File: src/rtl/spm_pkg.sv
//------------------------------------------------------------------------------
// spm_pkg : opcodes, FSM state encoding and instruction field helpers for spm_core
// Revision: 1.0
//------------------------------------------------------------------------------
`default_nettype none

package spm_pkg;

  localparam logic [3:0] OP_NOP = 4'd0;
  localparam logic [3:0] OP_ADD = 4'd1;
  localparam logic [3:0] OP_SUB = 4'd2;
  localparam logic [3:0] OP_AND = 4'd3;
  localparam logic [3:0] OP_NOT = 4'd4;
  localparam logic [3:0] OP_RD  = 4'd5;
  localparam logic [3:0] OP_WR  = 4'd6;
  localparam logic [3:0] OP_BR  = 4'd7;
  localparam logic [3:0] OP_BRZ = 4'd8;
  localparam logic [3:0] OP_IRD = 4'd9;
  localparam logic [3:0] OP_IWR = 4'd10;

  localparam logic [3:0] S_IDLE  = 4'd0;
  localparam logic [3:0] S_FETCH = 4'd1;
  localparam logic [3:0] S_DEC   = 4'd2;
  localparam logic [3:0] S_OPND  = 4'd3;
  localparam logic [3:0] S_XFER  = 4'd4;
  localparam logic [3:0] S_HALT  = 4'd5;

  // Helpers take the instruction zero-extended to 64 bits so one definition
  // serves every WORD_W; callers size-cast the result to their field width.
  function automatic logic [3:0] f_opcode(input logic [63:0] ir, input int word_w);
    return ir[word_w-1 -: 4];
  endfunction

  function automatic logic [63:0] f_src(input logic [63:0] ir, input int reg_aw);
    return (ir >> reg_aw) & ((64'd1 << reg_aw) - 64'd1);
  endfunction

  function automatic logic [63:0] f_dst(input logic [63:0] ir, input int reg_aw);
    return ir & ((64'd1 << reg_aw) - 64'd1);
  endfunction

endpackage

`default_nettype wire

File: src/rtl/spm_regfile.sv
//------------------------------------------------------------------------------
// spm_regfile : REG_N x WORD_W register file, two async read ports, one write port
// Revision: 1.0
//------------------------------------------------------------------------------
`default_nettype none

module spm_regfile #(
  parameter int WORD_W = 8,
  parameter int REG_N  = 4,
  parameter int REG_AW = $clog2(REG_N)
) (
  input  logic              clk,
  input  logic              rst,
  input  logic [REG_AW-1:0] rd_a_addr_i,
  output logic [WORD_W-1:0] rd_a_data_o,
  input  logic [REG_AW-1:0] rd_b_addr_i,
  output logic [WORD_W-1:0] rd_b_data_o,
  input  logic              we_i,
  input  logic [REG_AW-1:0] waddr_i,
  input  logic [WORD_W-1:0] wdata_i
);

  logic [WORD_W-1:0] regs_q [REG_N];

  always_ff @(posedge clk or negedge rst) begin
    if (!rst) begin
      for (int i = 0; i < REG_N; i++) begin
        regs_q[i] <= '0;
      end
    end else if (we_i) begin
      regs_q[waddr_i] <= wdata_i;
    end
  end

  assign rd_a_data_o = regs_q[rd_a_addr_i];
  assign rd_b_data_o = regs_q[rd_b_addr_i];

endmodule

`default_nettype wire

File: src/rtl/spm_core.sv
//------------------------------------------------------------------------------
// spm_core : multi-cycle stored-program RISC core with handshaked memory/IO bus
// Optional bus-ack timeout enabled by defining SPM_BUS_TIMEOUT_EN.
// Revision: 1.0
//------------------------------------------------------------------------------
`default_nettype none

module spm_core
  import spm_pkg::*;
#(
  parameter int WORD_W  = 8,
  parameter int REG_N   = 4,
  parameter int REG_AW  = $clog2(REG_N),
  parameter int TIMEOUT = 15
) (
  input  logic              clk,
  input  logic              rst,
  output logic              bus_req,
  output logic              bus_we,
  output logic              bus_io,
  output logic [WORD_W-1:0] bus_addr,
  output logic [WORD_W-1:0] bus_wdata,
  input  logic [WORD_W-1:0] bus_rdata,
  input  logic              bus_ack,
  output logic              halted,
  output logic              bus_err,
  output logic [WORD_W-1:0] pc_dbg
);

  logic [3:0]        state_q, state_d;
  logic [WORD_W-1:0] pc_q, pc_d;
  logic [WORD_W-1:0] ir_q, ir_d;
  logic [WORD_W-1:0] addr_q, addr_d;
  logic              z_q, z_d;

  logic [3:0]        opcode;
  logic [REG_AW-1:0] src, dst;
  logic [WORD_W-1:0] src_val, dst_val, alu_res;
  logic              rf_we;
  logic [WORD_W-1:0] rf_wdata;
  logic              xfer_ack, is_io, is_wr, in_xfer, timeout;

  assign opcode = f_opcode(64'(ir_q), WORD_W);
  assign src    = REG_AW'(f_src(64'(ir_q), REG_AW));
  assign dst    = REG_AW'(f_dst(64'(ir_q), REG_AW));

  spm_regfile #(
    .WORD_W (WORD_W),
    .REG_N  (REG_N),
    .REG_AW (REG_AW)
  ) u_regfile (
    .clk         (clk),
    .rst         (rst),
    .rd_a_addr_i (src),
    .rd_a_data_o (src_val),
    .rd_b_addr_i (dst),
    .rd_b_data_o (dst_val),
    .we_i        (rf_we),
    .waddr_i     (dst),
    .wdata_i     (rf_wdata)
  );

  always_comb begin
    case (opcode)
      OP_ADD:  alu_res = src_val + dst_val;
      OP_SUB:  alu_res = dst_val - src_val;
      OP_AND:  alu_res = src_val & dst_val;
      default: alu_res = ~src_val;
    endcase
  end

  // Bus outputs decode purely from registered state, so they hold through waits.
  assign is_io     = (opcode == OP_IRD) || (opcode == OP_IWR);
  assign is_wr     = (opcode == OP_WR)  || (opcode == OP_IWR);
  assign in_xfer   = (state_q == S_XFER);
  assign bus_req   = (state_q == S_FETCH) || (state_q == S_OPND) || in_xfer;
  assign bus_addr  = in_xfer ? addr_q : (bus_req ? pc_q : '0);
  assign bus_we    = in_xfer & is_wr;
  assign bus_io    = in_xfer & is_io;
  assign bus_wdata = (in_xfer & is_wr) ? src_val : '0;
  assign xfer_ack  = bus_req & bus_ack;
  assign halted    = (state_q == S_HALT);
  assign pc_dbg    = pc_q;

`ifdef SPM_BUS_TIMEOUT_EN
  localparam int CNT_W = $clog2(TIMEOUT + 1);
  logic [CNT_W-1:0] wait_cnt_q;
  logic             err_q;

  assign timeout = bus_req & ~bus_ack & (wait_cnt_q == CNT_W'(TIMEOUT - 1));
  assign bus_err = err_q;

  always_ff @(posedge clk or negedge rst) begin
    if (!rst) begin
      wait_cnt_q <= '0;
      err_q      <= 1'b0;
    end else if (!bus_req || bus_ack || timeout) begin
      wait_cnt_q <= '0;
      if (timeout) err_q <= 1'b1;
    end else begin
      wait_cnt_q <= wait_cnt_q + CNT_W'(1);
    end
  end
`else
  assign timeout = 1'b0;
  assign bus_err = 1'b0;
`endif

  always_comb begin
    state_d  = state_q;
    pc_d     = pc_q;
    ir_d     = ir_q;
    addr_d   = addr_q;
    z_d      = z_q;
    rf_we    = 1'b0;
    rf_wdata = alu_res;
    case (state_q)
      S_IDLE:  state_d = S_FETCH;
      S_FETCH: begin
        if (xfer_ack) begin
          ir_d    = bus_rdata;
          pc_d    = pc_q + WORD_W'(1);
          state_d = S_DEC;
        end
      end
      S_DEC: begin
        case (opcode)
          OP_NOP: state_d = S_FETCH;
          OP_ADD, OP_SUB, OP_AND, OP_NOT: begin
            rf_we   = 1'b1;
            z_d     = (alu_res == '0);
            state_d = S_FETCH;
          end
          OP_RD, OP_WR, OP_IRD, OP_IWR, OP_BR: state_d = S_OPND;
          OP_BRZ: begin
            if (z_q) begin
              state_d = S_OPND;
            end else begin
              pc_d    = pc_q + WORD_W'(1);
              state_d = S_FETCH;
            end
          end
          default: state_d = S_HALT;
        endcase
      end
      S_OPND: begin
        if (xfer_ack) begin
          if ((opcode == OP_BR) || (opcode == OP_BRZ)) begin
            pc_d    = bus_rdata;
            state_d = S_FETCH;
          end else begin
            addr_d  = bus_rdata;
            pc_d    = pc_q + WORD_W'(1);
            state_d = S_XFER;
          end
        end
      end
      S_XFER: begin
        if (xfer_ack) begin
          if (!is_wr) begin
            rf_we    = 1'b1;
            rf_wdata = bus_rdata;
          end
          state_d = S_FETCH;
        end
      end
      S_HALT:  state_d = S_HALT;
      default: state_d = S_HALT;
    endcase
    if (timeout) state_d = S_HALT;
  end

  always_ff @(posedge clk or negedge rst) begin
    if (!rst) begin
      state_q <= S_IDLE;
      pc_q    <= '0;
      ir_q    <= '0;
      addr_q  <= '0;
      z_q     <= 1'b0;
    end else begin
      state_q <= state_d;
      pc_q    <= pc_d;
      ir_q    <= ir_d;
      addr_q  <= addr_d;
      z_q     <= z_d;
    end
  end

endmodule

`default_nettype wire

File: config.mk
export PLATFORM = sky130hd
export DESIGN_NAME = spm_core
export DESIGN_NICKNAME = d
export VERILOG_FILES = /design/src/rtl/spm_pkg.sv /design/src/rtl/spm_regfile.sv /design/src/rtl/spm_core.sv
export SDC_FILE = /design/constraint.sdc
export NUM_CORES = 1
export LEC_CHECK = 0
export CORE_UTILIZATION = 55
export CTS_CLUSTER_SIZE = 8
export DETAILED_ROUTE_END_ITERATION = 12
export HOLD_SLACK_MARGIN = 0.02
export PLACE_DENSITY = 0.86
export SYNTH_ARGS = -nofsm -noshare
export SYNTH_HDL_FRONTEND = slang
export SYNTH_SLANG_ARGS = --single-unit
File: constraint.sdc
create_clock -name clk -period 10.8 [get_ports clk]
set_input_delay 1.08 -clock clk [delete_from_list [all_inputs] [get_ports clk]]
set_output_delay 1.08 -clock clk [all_outputs]
set_load 0.05 [all_outputs]
# --- After elaboration in Yosys (flattened, before gate mapping) ---
# Cells that the tools add are included.
op_classes:
  div_mod_pow: 0
  reduce_logical: 18
  n_mul: 0
  addsub: 3
  n_bitwise: 8
  eq_ne: 20
  shifts: 0
  magnitude_cmp: 3
  n_mux: 33
op_table:
  columns: ["op", "count"]
  rows:
  - ["8-bit two-way mux", 16]
  - ["8-bit one-hot mux with 3 select lines", 2]
  - ["8-bit binary-select mux with 2-bit select", 2]
  - ["32-bit bitwise mux", 1]
  - ["4-bit by 3-bit equality test with 1-bit output, second input constant", 6]
  - ["4-bit one-hot mux with 5 select lines", 1]
  - ["8-bit demux with 2-bit select", 1]
  - ["4-bit by 2-bit equality test with 1-bit output, second input constant", 4]
  - ["4-bit equality test, second input constant", 3]
  - ["4-bit two-way mux", 3]
  - ["2-bit != test, second input constant", 5]
  - ["5-bit OR reduction", 2]
  - ["3-bit one-hot mux with 3 select lines", 1]
  - ["8-bit by 1-bit adder with 8-bit output, second input constant", 1]
  - ["8-bit adder", 1]
  - ["8-bit bitwise AND", 1]
  - ["4-bit by 1-bit equality test with 1-bit output, second input constant", 2]
  - ["4-bit zero test", 2]
  - ["8-bit zero test", 1]
  - ["8-bit inverter", 1]
  - ["8-bit subtractor", 1]
  - ["3-bit greater-or-equal comparator, second input constant", 2]
  - ["2-bit inverter with 3-bit output", 2]
  - ["3-bit AND reduction", 2]
  - ["13 further kinds", 22]
word_totals:
  rom_bits: 0
  latchBits: 0
  inputBits: 11
  mem_bits_rw: 0
  regBits: 61
  out_inout_bits: 29
  mem_count: 0
  elab_cells: 94

# --- Logic depth before layout (Yosys ltp) ---
logic_depth:
  word_depth: 10
  depth_mapped: 15

# --- Modules after synthesis ---
# A second synthesis with hierarchy kept.
hier_totals:
  cells_unflattened: 371
  hier_area_um2: 4050.1
modules_own_cells:
  columns: ["mod", "area_each_um2", "n_inst", "cells_per_inst"]
  rows:
  - ["spm_core", 2459.9, 1, 283]
  - ["spm_regfile", 1590.3, 1, 88]

# --- Worst setup path after synthesis ---
# OpenSTA, ideal clock, no wires.
synth_path:
  path_type: "register -> output"
  start: "register state_q[2]"
  end: "output bus_wdata[7]"
  slack_ps: 6915
  t_required_ps: 9720
  n_path_buf: 2
  path_stages_with_launch: 7
  arrival_time_ps: 2805
  path_cell_list: "dfrtp_1 -> buf_2 -> nor2b_1 -> buf_2 -> nand2b_1 -> nor3_1 -> and2_1"
synth_via:
  elab_chain_cells: 3
synth_lines:
  columns: ["element", "line", "rtl"]
  rows:
  - ["from (decl)", "spm_core.sv:30", "logic [3:0] state_q, state_d;"]
  - ["from (signal assigned)", "spm_core.sv:181", "state_q <= state_d;"]
  - ["4-bit by 3-bit equality test with 1-bit output", "spm_core.sv:75", "assign in_xfer = (state_q == S_XFER);"]
  - ["1-bit bitwise AND", null, null]
  - ["via bus_we", "spm_core.sv:19", "output logic bus_we,"]
  - ["8-bit two-way mux", "spm_core.sv:80", "assign bus_wdata = (in_xfer & is_wr) ? src_val : '0;"]
  - ["to (decl)", "spm_core.sv:22", "output logic [WORD_W-1:0] bus_wdata,"]
# The timed path passes the listed nets, and every way through them passes these cells.

# --- Worst setup path after layout ---
layout_path:
  start: "register state_q[2]"
  end: "output bus_wdata[5]"
layout_via:
  elab_chain_cells: 3
layout_lines:
  columns: ["element", "line"]
  rows:
  - ["4-bit by 3-bit equality test with 1-bit output", "spm_core.sv:75"]
  - ["1-bit bitwise AND", "spm_core.sv:80"]
  - ["8-bit two-way mux", "spm_core.sv:80"]
# No other way between the ends.

==> results_dict.tcl <==
set metrics [dict create \
    status "finished, final reports clean" \
    synth_edf_count 0 \
    syn_inst 436 \
    grt_pass1_vias 3382 \
    rrSetupSlack_ps 6750 \
    nFillCells 573 \
    die_area_um2 7895 \
    cts_num_sinks 60 \
    ys.flop_type "dfrtp_1" \
    globalRouteTotalUtil_pct 27.89 \
    root_buffer "clkbuf_8" \
    grt_setup_unrepaired "false" \
    clk_pin_slew_ps 70 \
    antenna_found_initial 0 \
    synth_area_um2 4149 \
    die_y_um 88.86 \
    start_util_pct 57.20 \
    grt_overflow 0 \
    hold_end "addr_q[5]" \
    area.sequential_um2 1501 \
    avgSynthCellArea_um2 9.516 \
    port_buffers 38 \
    worstMarginPinSlew_ps 765.9 \
    gp_congestion 0.8519 \
    min_from "addr_q[5]" \
    yosys_warnings 0 \
    io_pins 40 \
    ant_nets 0 \
    final-hold-violation-count 0 \
    async_reset_ff_share_pct 100.0 \
    fin_crit_sh_pct 40.84 \
    grt_pass1_wl_mm 16.41 \
    slew_violations 0 \
    synth.net_count 458 \
    rr_worst_depth 12 \
    synth_top_cell_area_share_pct 36.19 \
    clkPwrFrac_pct 11.7 \
    internal_power_w 0.0008277 \
    finish.net_count 483 \
    drtPass1Iterations 5 \
    drive_above_1_share_pct 16.31 \
    first_iter_violations 440 \
    finalPower_w 0.001603 \
    peakVddDrop_uv 150.3 \
    synthToLayoutAreaGrowth_pct 12.85 \
    power.leakage_nw 1.969 \
    htree_num_levels 3 \
    ys_types 67 \
    clk_latency_ps 350 \
    synth_common_cells "nand2_1 (63), dfrtp_1 (60), o21ai_0 (51)" \
    crit_fanout 11 \
    clock.fmax_mhz 226.7 \
    powerDensity_nw_per_um2 342.3 \
    coreArea_um2 7253 \
    rows 31 \
    start_kind "flop" \
    yosysSeqAreaShare_pct 36.19 \
    clk_path_buf_depth 2 \
    tns_ps 0 \
    finalSetupViolations 0 \
    reg2reg_from "ir_q[2]" \
    r2r-end "u_regfile.regs_q[14]" \
    hp-class "reg2reg" \
    num_antenna_cells 0 \
    finalWirelength_mm 10.12 \
    crit_required_ps 9720 \
    critPathCaptureType "output pin" \
    holdBufCountCts 0 \
    numCtsBuffers 9 \
    power.switching_w 0.0007750 \
    post_cts_buffers 0 \
    synth.area.top_cells "dfrtp_1 (36%), mux4_2 (7.6%), o21ai_0 (6.2%)" \
    cts_tree "done" \
    seq_power_share_pct 25.0 \
    yosysMostFrequentCell "nand2_1" \
    p_sw_share_pct 48.35 \
    fp.dieW_um 88.86 \
    critPathArrivalTime_ps 3330 \
    max_cap_viol_count 0 \
    num_vias 3512 \
    layout_min_cycle_time_ps 4411 \
    wl_per_cell_um 17.92 \
    post-dp-hpwl_mm 7.429 \
    slew_headroom_pct 48.84 \
    drc_errors 0 \
    multiInputGateArea_um2 2456 \
    hold_depth 1 \
    grt_max_degree 61 \
    viasPerCell 6.216 \
    critical_path_class "reg2out" \
    ys_ff_latch 60 \
    clock_skew_ps 10.18 \
    synth_area_leader_cell "dfrtp_1" \
    post_cts_resized 0 \
    setup_ws_ps 6389 \
    p_comb_share_pct 63.2 \
    dp_slack_ps 6773 \
]
==> area by class of cell <==
| class | instances | area share [%] |
|---|---|---|
| multi-input combinational | 343 | 52.46 |
| sequential | 60 | 32.07 |
| timing repair buffer | 39 | 8.177 |
| clock buffer | 12 | 3.528 |
| tap | 99 | 2.646 |
| inverter | 8 | 0.6414 |
| clock inverter | 4 | 0.4810 |
==> stage by stage <==
stage	cells	util [%]	hold slack, ps	instance area (um^2)
2_1_floorplan	436	-	457.2	4149
3_3_place_gp	549	61.96	474.0	4494
3_5_place_dp	549	61.96	491.8	4494
4_1_cts	565	64.55	511.7	4682
5_1_grt	565	64.55	533.6	4682
6_report	565	64.55	509.6	4682
==> worst max-delay path by stage <==
stage          startpoint           end  slack [ps]  cells after the start
2_1_floorplan  state_q[2]  bus_wdata[7]        6920                      6
3_3_place_gp      ir_q[2]           z_q        6900                     14
3_5_place_dp   state_q[2]  bus_wdata[5]        6770                      5
4_1_cts        state_q[2]  bus_wdata[5]        6400                      5
5_1_grt        state_q[2]  bus_wdata[6]        6090                      5
6_report       state_q[2]  bus_wdata[5]        6390                      5
==> cell families (layout without fill, tap and decap cells) <==
logic type	count (synthesis)	count (layout)	share of synthesized area, %
flip-flops	60	60	36.19
multiplexers	42	42	15.65
other	1	1	0.09038
adder cells (fa/ha/maj)	11	11	3.498
AO/OA/AOI/OAI	104	104	15.65
AND/OR/NAND/NOR	174	174	21.98
buffers and inverters	33	63	4.614
XOR/XNOR	11	11	2.322
==> metal layers <==
| layer | vias to the layer above | part of all wire, % | wire (um) | global-route usage, % |
|---|---|---|---|---|
| met3 | 19 | 6.2 | 624 | 4.384 |
| met5 | - | 0 | 0 | 0 |
| met4 | 0 | 1.6 | 157 | 11.14 |
| met2 | 159 | 50 | 5044 | 46.15 |
| li1 | 1613 | - | - | - |
| met1 | 1721 | 42 | 4296 | 36.88 |
==> power by group through the flow <==
| stage | Combinational [W] | Clock (W) | Sequential [W] |
|---|---|---|---|
| after global placement | 0.000961 | 0 | 0.000393 |
| after detailed placement | 0.000988 | 0 | 0.000401 |
| after global routing | 0.00111 | 0.000199 | 0.000414 |
| after floorplan | 0.000830 | 0 | 0.000357 |
| final | 0.00101 | 0.000188 | 0.000401 |
| after CTS | 0.000995 | 0.000191 | 0.000399 |
==> sequential cells by signal, summed over array words and instances, names as in the netlist <==
signal            count
pc_dbg                8
u_regfile.regs_q     32
z_q                   1
addr_q                8
ir_q                  8
state_q               3
==> placed cells by master, fill, tap and decap left out, drive strengths merged, types with 7 or more instances in the layout <==
| cell | netlist | final |
|---|---|---|
| a21oi | 23 | 23 |
| and2 | 12 | 12 |
| clkbuf | 6 | 12 |
| clkdlybuf4s50 | 0 | 37 |
| dfrtp | 60 | 60 |
| ha | 10 | 10 |
| inv | 8 | 8 |
| mux2 | 17 | 17 |
| mux2i | 9 | 9 |
| mux4 | 16 | 16 |
| nand2 | 63 | 63 |
| nand2b | 9 | 9 |
| nand3 | 22 | 22 |
| nor2 | 23 | 23 |
| nor3 | 10 | 10 |
| o21ai | 57 | 57 |
| xnor2 | 7 | 7 |
==> critical path, cell delays in order, from the launching register on <==
cell and delay (ps):
dfrtp_1 520, nor2b_1 670, nand2b_1 270, nor3_1 520, and2_1 210, clkdlybuf4s50_1 800
(Power assumes the default switching activity.)
